===== src/rtl/program_sequencer_if.sv =====
// Host/datapath bus of the program sequencer: program load, run control,
// the instruction register and its issue/write strobes.
interface program_sequencer_if #(
    parameter int PC_WIDTH = 5
);
    logic                start;
    logic                load_en;
    logic [PC_WIDTH-1:0] load_addr;
    logic [11:0]         load_data;
    logic                zero_flag;
    logic [11:0]         instr;
    logic                issue;
    logic                wr_en;
    logic [PC_WIDTH-1:0] pc;
    logic                busy;
    logic                halted;
    logic [7:0]          retired;

    modport master (
        output start, load_en, load_addr, load_data, zero_flag,
        input  instr, issue, wr_en, pc, busy, halted, retired
    );

    modport slave (
        input  start, load_en, load_addr, load_data, zero_flag,
        output instr, issue, wr_en, pc, busy, halted, retired
    );
endinterface


===== src/rtl/program_sequencer.sv =====
// Three-phase FETCH/EXEC/WB instruction sequencer with a writable program store.
// SKIPIF and HALT are resolved here; ordinary instructions get a WB write strobe.
module program_sequencer #(
    parameter int         PC_WIDTH  = 5,
    parameter logic [3:0] OP_SKIPIF = 4'hD,
    parameter logic [3:0] OP_HALT   = 4'hF
) (
    input logic               inclk,
    input logic               reset,
    program_sequencer_if.slave bus
);
    localparam int DEPTH = 1 << PC_WIDTH;

    typedef enum logic [2:0] {
        S_IDLE,
        S_FETCH,
        S_EXEC,
        S_WB,
        S_HALTED
    } state_t;

    state_t              state_q, state_d;
    logic [PC_WIDTH-1:0] pc_q, pc_d;
    logic [11:0]         instr_q, instr_d;
    logic                skip_q, skip_d;
    logic [7:0]          retired_q, retired_d;
    logic                issue_q, issue_d;
    logic                wr_en_q, wr_en_d;
    logic                busy_q, busy_d;
    logic                halted_q, halted_d;

    logic [11:0]         store_mem [DEPTH];
    logic                ctrl_idle;
    logic [3:0]          op;

    function automatic logic [7:0] sat_inc8(input logic [7:0] v);
        return (v == 8'hFF) ? v : v + 8'd1;
    endfunction

    assign ctrl_idle = (state_q == S_IDLE) || (state_q == S_HALTED);
    assign op        = instr_q[11:8];

    always_comb begin
        state_d   = state_q;
        pc_d      = pc_q;
        instr_d   = instr_q;
        skip_d    = skip_q;
        retired_d = retired_q;
        case (state_q)
            S_IDLE, S_HALTED: begin
                if (bus.start) begin
                    state_d   = S_FETCH;
                    pc_d      = '0;
                    retired_d = '0;
                end
            end
            S_FETCH: begin
                instr_d = store_mem[pc_q];
                state_d = S_EXEC;
            end
            S_EXEC: begin
                // HALT retires here; pc keeps pointing at the HALT word.
                if (op == OP_HALT) begin
                    state_d   = S_HALTED;
                    retired_d = sat_inc8(retired_q);
                end else begin
                    state_d = S_WB;
                    skip_d  = (op == OP_SKIPIF) && bus.zero_flag;
                end
            end
            S_WB: begin
                pc_d      = pc_q + (skip_q ? PC_WIDTH'(2) : PC_WIDTH'(1));
                retired_d = sat_inc8(retired_q);
                state_d   = S_FETCH;
            end
            default: state_d = S_IDLE;
        endcase

        // Strobes are registered from the next state so they align with it.
        issue_d  = (state_d == S_EXEC);
        wr_en_d  = (state_d == S_WB) && (instr_d[11:8] != OP_SKIPIF);
        busy_d   = (state_d == S_FETCH) || (state_d == S_EXEC) || (state_d == S_WB);
        halted_d = (state_d == S_HALTED);
    end

    always_ff @(posedge inclk or posedge reset) begin
        if (reset) begin
            state_q   <= S_IDLE;
            pc_q      <= '0;
            instr_q   <= '0;
            skip_q    <= 1'b0;
            retired_q <= '0;
            issue_q   <= 1'b0;
            wr_en_q   <= 1'b0;
            busy_q    <= 1'b0;
            halted_q  <= 1'b0;
        end else begin
            state_q   <= state_d;
            pc_q      <= pc_d;
            instr_q   <= instr_d;
            skip_q    <= skip_d;
            retired_q <= retired_d;
            issue_q   <= issue_d;
            wr_en_q   <= wr_en_d;
            busy_q    <= busy_d;
            halted_q  <= halted_d;
        end
    end

    // Program store survives reset; writes only while not running.
    always_ff @(posedge inclk) begin
        if (bus.load_en && ctrl_idle) begin
            store_mem[bus.load_addr] <= bus.load_data;
        end
    end

    assign bus.instr   = instr_q;
    assign bus.issue   = issue_q;
    assign bus.wr_en   = wr_en_q;
    assign bus.pc      = pc_q;
    assign bus.busy    = busy_q;
    assign bus.halted  = halted_q;
    assign bus.retired = retired_q;
endmodule


===== src/flat_wrapper.sv =====
// flat-port wrapper written by rule: the top's interface ports become plain ports
module program_sequencer_flat 
#(
    parameter int         PC_WIDTH  = 5,
    parameter logic [3:0] OP_SKIPIF = 4'hD,
    parameter logic [3:0] OP_HALT   = 4'hF
)
  (inclk, reset, bus_start, bus_load_en, bus_load_addr, bus_load_data, bus_zero_flag, bus_instr, bus_issue, bus_wr_en, bus_pc, bus_busy, bus_halted, bus_retired);
  program_sequencer_if #(.PC_WIDTH(PC_WIDTH)) bus_i ();
  input logic inclk;
  input logic reset;
  input wire logic [$bits(bus_i.start)-1:0] bus_start;
  input wire logic [$bits(bus_i.load_en)-1:0] bus_load_en;
  input wire logic [$bits(bus_i.load_addr)-1:0] bus_load_addr;
  input wire logic [$bits(bus_i.load_data)-1:0] bus_load_data;
  input wire logic [$bits(bus_i.zero_flag)-1:0] bus_zero_flag;
  output wire logic [$bits(bus_i.instr)-1:0] bus_instr;
  output wire logic [$bits(bus_i.issue)-1:0] bus_issue;
  output wire logic [$bits(bus_i.wr_en)-1:0] bus_wr_en;
  output wire logic [$bits(bus_i.pc)-1:0] bus_pc;
  output wire logic [$bits(bus_i.busy)-1:0] bus_busy;
  output wire logic [$bits(bus_i.halted)-1:0] bus_halted;
  output wire logic [$bits(bus_i.retired)-1:0] bus_retired;
  assign bus_i.start = bus_start;
  assign bus_i.load_en = bus_load_en;
  assign bus_i.load_addr = bus_load_addr;
  assign bus_i.load_data = bus_load_data;
  assign bus_i.zero_flag = bus_zero_flag;
  assign bus_instr = bus_i.instr;
  assign bus_issue = bus_i.issue;
  assign bus_wr_en = bus_i.wr_en;
  assign bus_pc = bus_i.pc;
  assign bus_busy = bus_i.busy;
  assign bus_halted = bus_i.halted;
  assign bus_retired = bus_i.retired;
  program_sequencer #(.PC_WIDTH(PC_WIDTH), .OP_SKIPIF(OP_SKIPIF), .OP_HALT(OP_HALT)) u_core (.inclk(inclk), .reset(reset), .bus(bus_i));
endmodule

===== config.mk =====
export PLATFORM = sky130hd
export DESIGN_NAME = program_sequencer_flat
export DESIGN_NICKNAME = d
export VERILOG_FILES = /design/src/rtl/program_sequencer_if.sv /design/src/rtl/program_sequencer.sv /design/src/flat_wrapper.sv
export SDC_FILE = /design/constraint.sdc
export NUM_CORES = 1
export LEC_CHECK = 0
export BUFFER_PORTS_ARGS = -buffer_cell sky130_fd_sc_hd__clkbuf_2
export CAP_MARGIN = 15
export CORE_UTILIZATION = 30
export CTS_CLUSTER_DIAMETER = 120
export DETAILED_ROUTE_END_ITERATION = 7
export SLEW_MARGIN = 30
export SYNTH_ARGS = -nofsm -noshare
export SYNTH_HDL_FRONTEND = slang
export SYNTH_SLANG_ARGS = --single-unit

===== constraint.sdc =====
create_clock -name inclk -period 2.8 [get_ports inclk]
set_input_delay 0.28 -clock inclk [delete_from_list [all_inputs] [get_ports inclk]]
set_output_delay 0.28 -clock inclk [all_outputs]
set_load 0.03 [all_outputs]

==> out/results.ini, run 1 <==
[synthesis]
synth_flop_cell = edfxtp_1
ys_seq_elements = 417
syn_avg_cell_area_um2 = 20.24
synth_seq_area_share = 0.7566
syn-instance-count = 807
syn_area_mm2 = 0.01633
ys_warn_count = 0
synth_fp_nets = 833
async_flop_share = 0.07914
synth-edff-count = 384
synth_cell_types = 46

[routing]
remaining_drc_errors = 0
ant_nets = 0
drt_iter0_drc = 708
via_per_inst = 4.886
wl_per_cell_um = 22.10
dr.pass1.iters = 8
vias = 8018
drt-total-wl_mm = 36.26

[setup_path]
r2r-start = u_core.bus.pc[1]$_DFFE_PP0P_
crit_path_end_kind = flip-flop
cp_cell_sequence = nor2b_1 > buf_4 > a22o_1 > a221oi_2 > o22ai_1 > o41ai_2 > a41oi_1
critPathSlowestCell = nor2b_1
worstPathRequired_ns = 3.25
crit_path_max_incr_delay_ns = 0.71
cp_max_fo = 9
path_class = reg2reg
worstSetupStartpoint = u_core.bus.pc[1]$_DFFE_PP0P_
worstSetupStartpointType = flip-flop
worstPathArrival_ns = 2.94

[pwr]
power_frac_comb = 0.240
powerDensity_mw_per_mm2 = 898.6
p_leak_uw = 0.006277
p_clk_frac = 0.333
p_int_uw = 12420
netSwitchingFraction = 0.2773
vdd_drop_max_mv = 0.5451
pwr-share-seq = 0.427
p_sw_uw = 4767

[floorplan]
fp.dieArea_mm2 = 0.05538
floorplan.rows = 85
start_util = 0.3035
fp.dieH_um = 235.3
ioPinCount = 51
coreArea_mm2 = 0.05381
die_w_um = 235.3

[final_layout]
final_common_cell = edfxtp_1
syn_to_final_growth_pct = 17.14
seq_area_mm2 = 0.01236
nFillCells = 4994
drive_above_1_share = 0.2709
finalNonFillerCells = 1641
antenna_cells = 0
fin_nets = 941
multi_input_comb_area_mm2 = 0.003700
stdcell_area_mm2 = 0.01913
mostFrequentLayoutCells = 384 x edfxtp_1, 80 x mux4_2, 73 x mux2i_1

[sta]
finalSetupViolations = 0
drv_slew = 0
post-route-period-util = 0.8907
skew_ns = 0.01859
period_minus_slack_ns = 2.494
worst_pin_slew_ns = 0.8147
rsz0062_at_grt = false
hold_viol = 0
relSlewSlack = 0.4557
clock.fmax_ghz = 0.4010
fin_setup_tns_ns = 0

[clock_tree]
cts_setup_buffers = 0
cts_buffer_depth = 3
clock_sink_count = 417
cts_root_buf = clkbuf_16
clkTransAtPathRegs_ns = 0.06
cts_tree = done
insertion_delay_ns = 0.55
cts_max_level = 2
numCtsBuffers = 40

[place]
hpwl_mm = 22.23
gp_congestion = 0.7783
port-buffer-count = 50
dpl-instance-area_mm2 = 0.01772
place_inst = 1567

[global_routing]
grt_use_total = 0.1311
grt_pass1_wl_mm = 54.21
overflow = 0
antenna_found_initial = 2
grt_max_degree = 65
grt_pass1_vias = 8205

[job]
maxCapViolCount = 0

[status]
outcome = completed

[min_path]
hold_path.class = in2reg
hp-start = bus_start

-- final timing paths --
path                                                      to  slack (ns)  cells after the start
max                               u_core.bus.wr_en$_DFF_PP0_        0.31                      7
min                              u_core.state_q[2]$_DFF_PP0_        0.17                      4
max reg2reg                       u_core.bus.wr_en$_DFF_PP0_        0.31                      7
min reg2reg                  u_core.bus.instr[0]$_DFFE_PP0P_        0.54                      2
max in group asynchronous  u_core.bus.retired[0]$_DFFE_PP0P_        1.64                      4
min in group asynchronous    u_core.bus.instr[5]$_DFFE_PP0P_        0.41                      3
-- per-stage QoR --
step                total power [uW]    util  worst slack, ns  hold slack [ns]
floorplan                      10360       -           0.4450           0.3789
global placement               11600  0.3292           0.3198           0.4146
detailed placement             11640  0.3292           0.3438           0.4132
CTS                            17370  0.3555           0.3366           0.1331
global route                   17860  0.3555           0.1613           0.1680
finish                         17190  0.3555           0.3060           0.1676
-- cell families after synthesis --
group | Yosys count | synth area share
AND/OR/NAND/NOR | 110 | 0.03179
multiplexers | 153 | 0.1551
flip-flops | 417 | 0.7566
AO/OA/AOI/OAI | 70 | 0.03294
XOR/XNOR | 6 | 0.003218
adder cells (fa/ha/maj) | 4 | 0.003524
buffers and inverters | 47 | 0.01685
-- cell type report --
cell class | count | area share
flip-flops and latches | 417 | 0.6462
multi-input cells | 343 | 0.1934
clock buffers | 54 | 0.05729
well taps | 696 | 0.04552
repair buffers | 107 | 0.04094
clock inverters | 18 | 0.01550
inverters | 6 | 0.001177
-- cells in the mapped netlist (4+ instances only) --
master	n	area share
mux4_2	80	0.11
dfrtp_1	33	0.051
buf_4	6	0.0028
nor2_1	46	0.011
nor2b_1	4	0.0015
edfxtp_1	384	0.71
xor2_1	6	0.0032
clkbuf_1	21	0.0048
nand4_1	6	0.0023
a221oi_2	4	0.0037
nand3_1	7	0.0021
a21oi_1	11	0.0034
o21ai_1	8	0.0025
a22o_1	8	0.0043
a22oi_1	20	0.0092
mux2i_1	73	0.045
inv_1	6	0.0014
o21ai_0	5	0.0015
nand2_1	25	0.0057
buf_1	4	0.00092
-- what timing repair did --
action                                 in CTS  in global routing
hold buffers                                2                  0
setup endpoints to repair                   0                  0
resized for setup                           0                  0
endpoints found under the hold margin      14                  0
-- power by group through the flow --
| stage | Combinational [uW] | Sequential, uW | Clock [uW] |
|---|---|---|---|
| after floorplan | 2790 | 7570 | 0 |
| after global placement | 4140 | 7460 | 0 |
| after detailed placement | 4180 | 7460 | 0 |
| after CTS | 4190 | 7330 | 5850 |
| after global routing | 4400 | 7370 | 6080 |
| final | 4120 | 7340 | 5730 |
-- critical path: cells and delay by family, from the launching register on --
kind | cells | cell delay [ns]
compound gates | 5 | 0.83
simple gates | 1 | 0.71
buf+inv | 1 | 0.32
flops | 1 | 0.54
-- metal layers --
layer  part of all wire  GRT usage  vias up
met4              0.019    0.03268        4
met1               0.45     0.1873     4181
met2               0.45     0.2003      266
li1                   -          -     3508
met3              0.082    0.03248       59
met5            0.00063          0        -
-- registers in the layout, indices dropped and copies added, names as in the netlist --
name / count
u_core.bus.retired: 8
u_core.bus.busy: 1
u_core.bus.halted: 1
u_core.state_q: 3
u_core.bus.wr_en: 1
u_core.bus.instr: 12
u_core.store_mem: 384
u_core.skip_q: 1
u_core.bus.pc: 5
u_core.bus.issue: 1
No activity file was read; power rests on OpenSTA's default activity.
==> inputs of run 2 (changes only) <==
--- a/config.mk
+++ b/config.mk
@@ -5,11 +5,12 @@
 export SDC_FILE = /design/constraint.sdc
 export NUM_CORES = 1
 export LEC_CHECK = 0
-export BUFFER_PORTS_ARGS = -buffer_cell sky130_fd_sc_hd__clkbuf_2
+export ABC_AREA = 1
 export CAP_MARGIN = 15
 export CORE_UTILIZATION = 30
 export CTS_CLUSTER_DIAMETER = 120
 export DETAILED_ROUTE_END_ITERATION = 7
+export DONT_BUFFER_PORTS = 1
 export SLEW_MARGIN = 30
 export SYNTH_ARGS = -nofsm -noshare
 export SYNTH_HDL_FRONTEND = slang
==> run 2 against run 1 <==
Against the previous run:
- non-clock buffer count is 36 lower
- sequential share of layout area is 1.1 points lower
- die area grew 2.9%
- clock skew shrank 0.0090 ns
- clock power fell by 2%
- maximum frequency rose by 9.0%
- core utilization fell by 0.29 points
- flip-flop and latch count stayed put
- synthesized cell count up 71%
- via count grew 38%
==> out/results.ini, run 2 <==
[global_routing]
grt_use_total = 0.1627
overflow = 0
antenna_found_initial = 0
grt_max_degree = 93
grt_pass1_wl_mm = 69.21
grt_pass1_vias = 10820

[synthesis]
synth_commonest_cells = 384 x edfxtp_1, 248 x nand2_1, 187 x nor2_1
post-synth-top-count-cell = edfxtp_1
synth_flop_cell = edfxtp_1
synth_cell_types = 38
synth.top_cell.area_share = 0.6858
ys_warn_count = 0
synthTopCellsByArea = edfxtp_1 69%, nand2_1 5.5%, dfrtp_1 4.9%
ys_seq_elements = 417
syn_area_mm2 = 0.01681
synth_fp_nets = 1405
yosysTopAreaCell = edfxtp_1
synth_seq_area_share = 0.7349
syn_avg_cell_area_um2 = 12.19
async_flop_share = 0.07914
syn-instance-count = 1379
synth-edff-count = 384

[job]
maxCapViolCount = 0

[final_layout]
syn_to_final_growth_pct = 15.76
antenna_cells = 0
stdcell_area_mm2 = 0.01946
mostFrequentLayoutCells = 384 x edfxtp_1, 248 x nand2_1, 187 x nor2_1
largest_reg_flops = 384
finalNonFillerCells = 2192
nFillCells = 5349
largest_register = u_core.store_mem
fin_nets = 1438
drive_above_1_share = 0.09834
final_common_cell = edfxtp_1

[min_path]
hp-start = bus_load_data[9]
hold_path.class = in2reg
min_to = u_core.store_mem[21][9]$_DFFE_PP_
hold_depth = 1

[setup_path]
cp_cell_sequence = buf_12 > o21ai_0 > o22ai_1 > nand2_1 > nand2_1 > a21oi_1 > o21ai_1 > nand3_1 > nand2_1
r2r-start = u_core.bus.pc[0]$_DFFE_PP0P_
worstPathArrival_ns = 2.77
critical-path-top-delay-family = compound AO/OA/AOI/OAI gates
worstSetupStartpointType = flip-flop
r2r_setup_slack_ns = 0.51
crit_path_frequent_cell = nand2_1
r2r-end = u_core.bus.instr[2]$_DFFE_PP0P_
cp_max_fo = 87
ff2ff_path_depth = 9
path_buf_inv = 1
path_class = reg2reg
critPathSlowestCell = dfrtp_4
crit_path_max_incr_delay_ns = 0.56
crit_path_end_kind = flip-flop
worstPathRequired_ns = 3.29

[routing]
vias = 11050
drt_iter0_drc = 1213
remaining_drc_errors = 0
ant_nets = 0
wl_per_cell_um = 21.26
dr.pass1.iters = 5
via_per_inst = 5.040
drt-total-wl_mm = 46.61

[clock_tree]
cts_max_level = 2
clkTransAtPathRegs_ns = 0.06
cts_root_buf = clkbuf_16
insertion_delay_ns = 0.55
cts_buffer_depth = 3
numCtsBuffers = 44
cts_tree = done
clock_sink_count = 417

[floorplan]
ioPinCount = 51
fp.dieH_um = 238.7
fp.dieArea_mm2 = 0.05700
start_util = 0.3046
die_w_um = 238.7
coreArea_mm2 = 0.05520
floorplan.rows = 86

[place]
dpl-instance-area_mm2 = 0.01781
place_inst = 2099
place_ws_ns = 0.5139
port-buffer-count = 0
gp_congestion = 0.8753
hpwl_mm = 28.26

[sta]
fin_ws_ns = 0.5128
rsz0062_at_grt = false
fin_setup_tns_ns = 0
hold_viol = 0
drv_slew = 0
relSlewSlack = 0.4788
finalSetupViolations = 0
period_minus_slack_ns = 2.287
holdWs_ns = 0.05760
skew_ns = 0.009536
worst_pin_slew_ns = 0.7810
clock.fmax_ghz = 0.4372
post-route-period-util = 0.8169

[pwr]
powerDensity_mw_per_mm2 = 906.9
p_leak_uw = 0.006683
vdd_drop_max_mv = 0.4900

[status]
outcome = completed

==> run 2: changes by cell type in the layout (fill, tap and decap cells not counted), sizes merged, moves of 13 or more <==
cell    change
a22oi      -19
nand2     +224
buf        +13
o21ai     +150
clkbuf     -52
mux2i      -72
inv        +24
nor2      +144
mux4       -80
nand3     +129
o22ai      +60
==> run 2: layout make-up <==
cell class                      count  area, um^2  area share
Timing Repair Buffer               71       778.2     0.03998
Inverter                           31       120.1    0.006171
Clock buffer                       52        1152     0.05920
Clock inverter                     26       232.7     0.01196
Multi-Input combinational cell    847        3880      0.1993
Sequential cell                   417       12370      0.6353
Tap cell                          748       935.9     0.04808
==> run 2: worst max path at each step <==
| stage | to | cells past startpoint | startpoint |
|---|---|---|---|
| finish | u_core.bus.instr[2]$_DFFE_PP0P_ | 9 | u_core.bus.pc[0]$_DFFE_PP0P_ |
| detailed placement | u_core.bus.instr[2]$_DFFE_PP0P_ | 9 | u_core.bus.pc[0]$_DFFE_PP0P_ |
| CTS | u_core.bus.instr[2]$_DFFE_PP0P_ | 9 | u_core.bus.pc[0]$_DFFE_PP0P_ |
| floorplan | u_core.store_mem[0][0]$_DFFE_PP_ | 5 | u_core.state_q[0]$_DFF_PP0_ |
| global route | u_core.bus.instr[2]$_DFFE_PP0P_ | 10 | u_core.bus.pc[1]$_DFFE_PP0P_ |
| global placement | u_core.store_mem[31][6]$_DFFE_PP_ | 7 | u_core.state_q[0]$_DFF_PP0_ |
==> run 2: through the flow <==
step / total power [uW] / utilization
6_report: 17650 / 0.3526
5_1_grt: 18410 / 0.3526
4_1_cts: 17720 / 0.3526
3_5_place_dp: 11930 / 0.3226
3_3_place_gp: 11900 / 0.3226
2_1_floorplan: 10560 / -
==> run 2: per-layer routing <==
layer / track usage / vias up / routed length, um
li1: - / 5014 / -
met1: 0.2200 / 5508 / 19650
met2: 0.2610 / 456 / 22010
met3: 0.02760 / 69 / 3387
met4: 0.06255 / 0 / 1562
met5: 0 / - / 0
==> run 2: cells by family after synthesis <==
family,Yosys count,synth area share
buf+inv,115,0.03438
mux,1,0.0005953
simple gates,583,0.1423
compound gates,256,0.08282
fa+ha+maj,4,0.003423
flops,417,0.7349
xor+xnor,3,0.001563
==> run 2: timing repair <==
item                      in CTS  in global routing
resized for setup              0                  0
hold buffers                  15                  0
hold endpoints to repair     404                  0
setup buffers                  0                  0
==> run 2: worst register-to-register path, cell delays in order, from the launching register on <==
cell and delay (ns):
dfrtp_4 0.56, buf_12 0.34, o21ai_0 0.23, o22ai_1 0.29
nand2_1 0.09, nand2_1 0.23, a21oi_1 0.12, o21ai_1 0.17
nand3_1 0.13, nand2_1 0.08
==> run 2: where the power goes <==
group          switching (uW)  total [uW]  internal (uW)  leakage (uW)
registers                 475        7490           7010       0.00388
logic                    3230        4520           1290       0.00214
clock network            2340        5640           3300      0.000671
total                    6050       17700          11600       0.00668
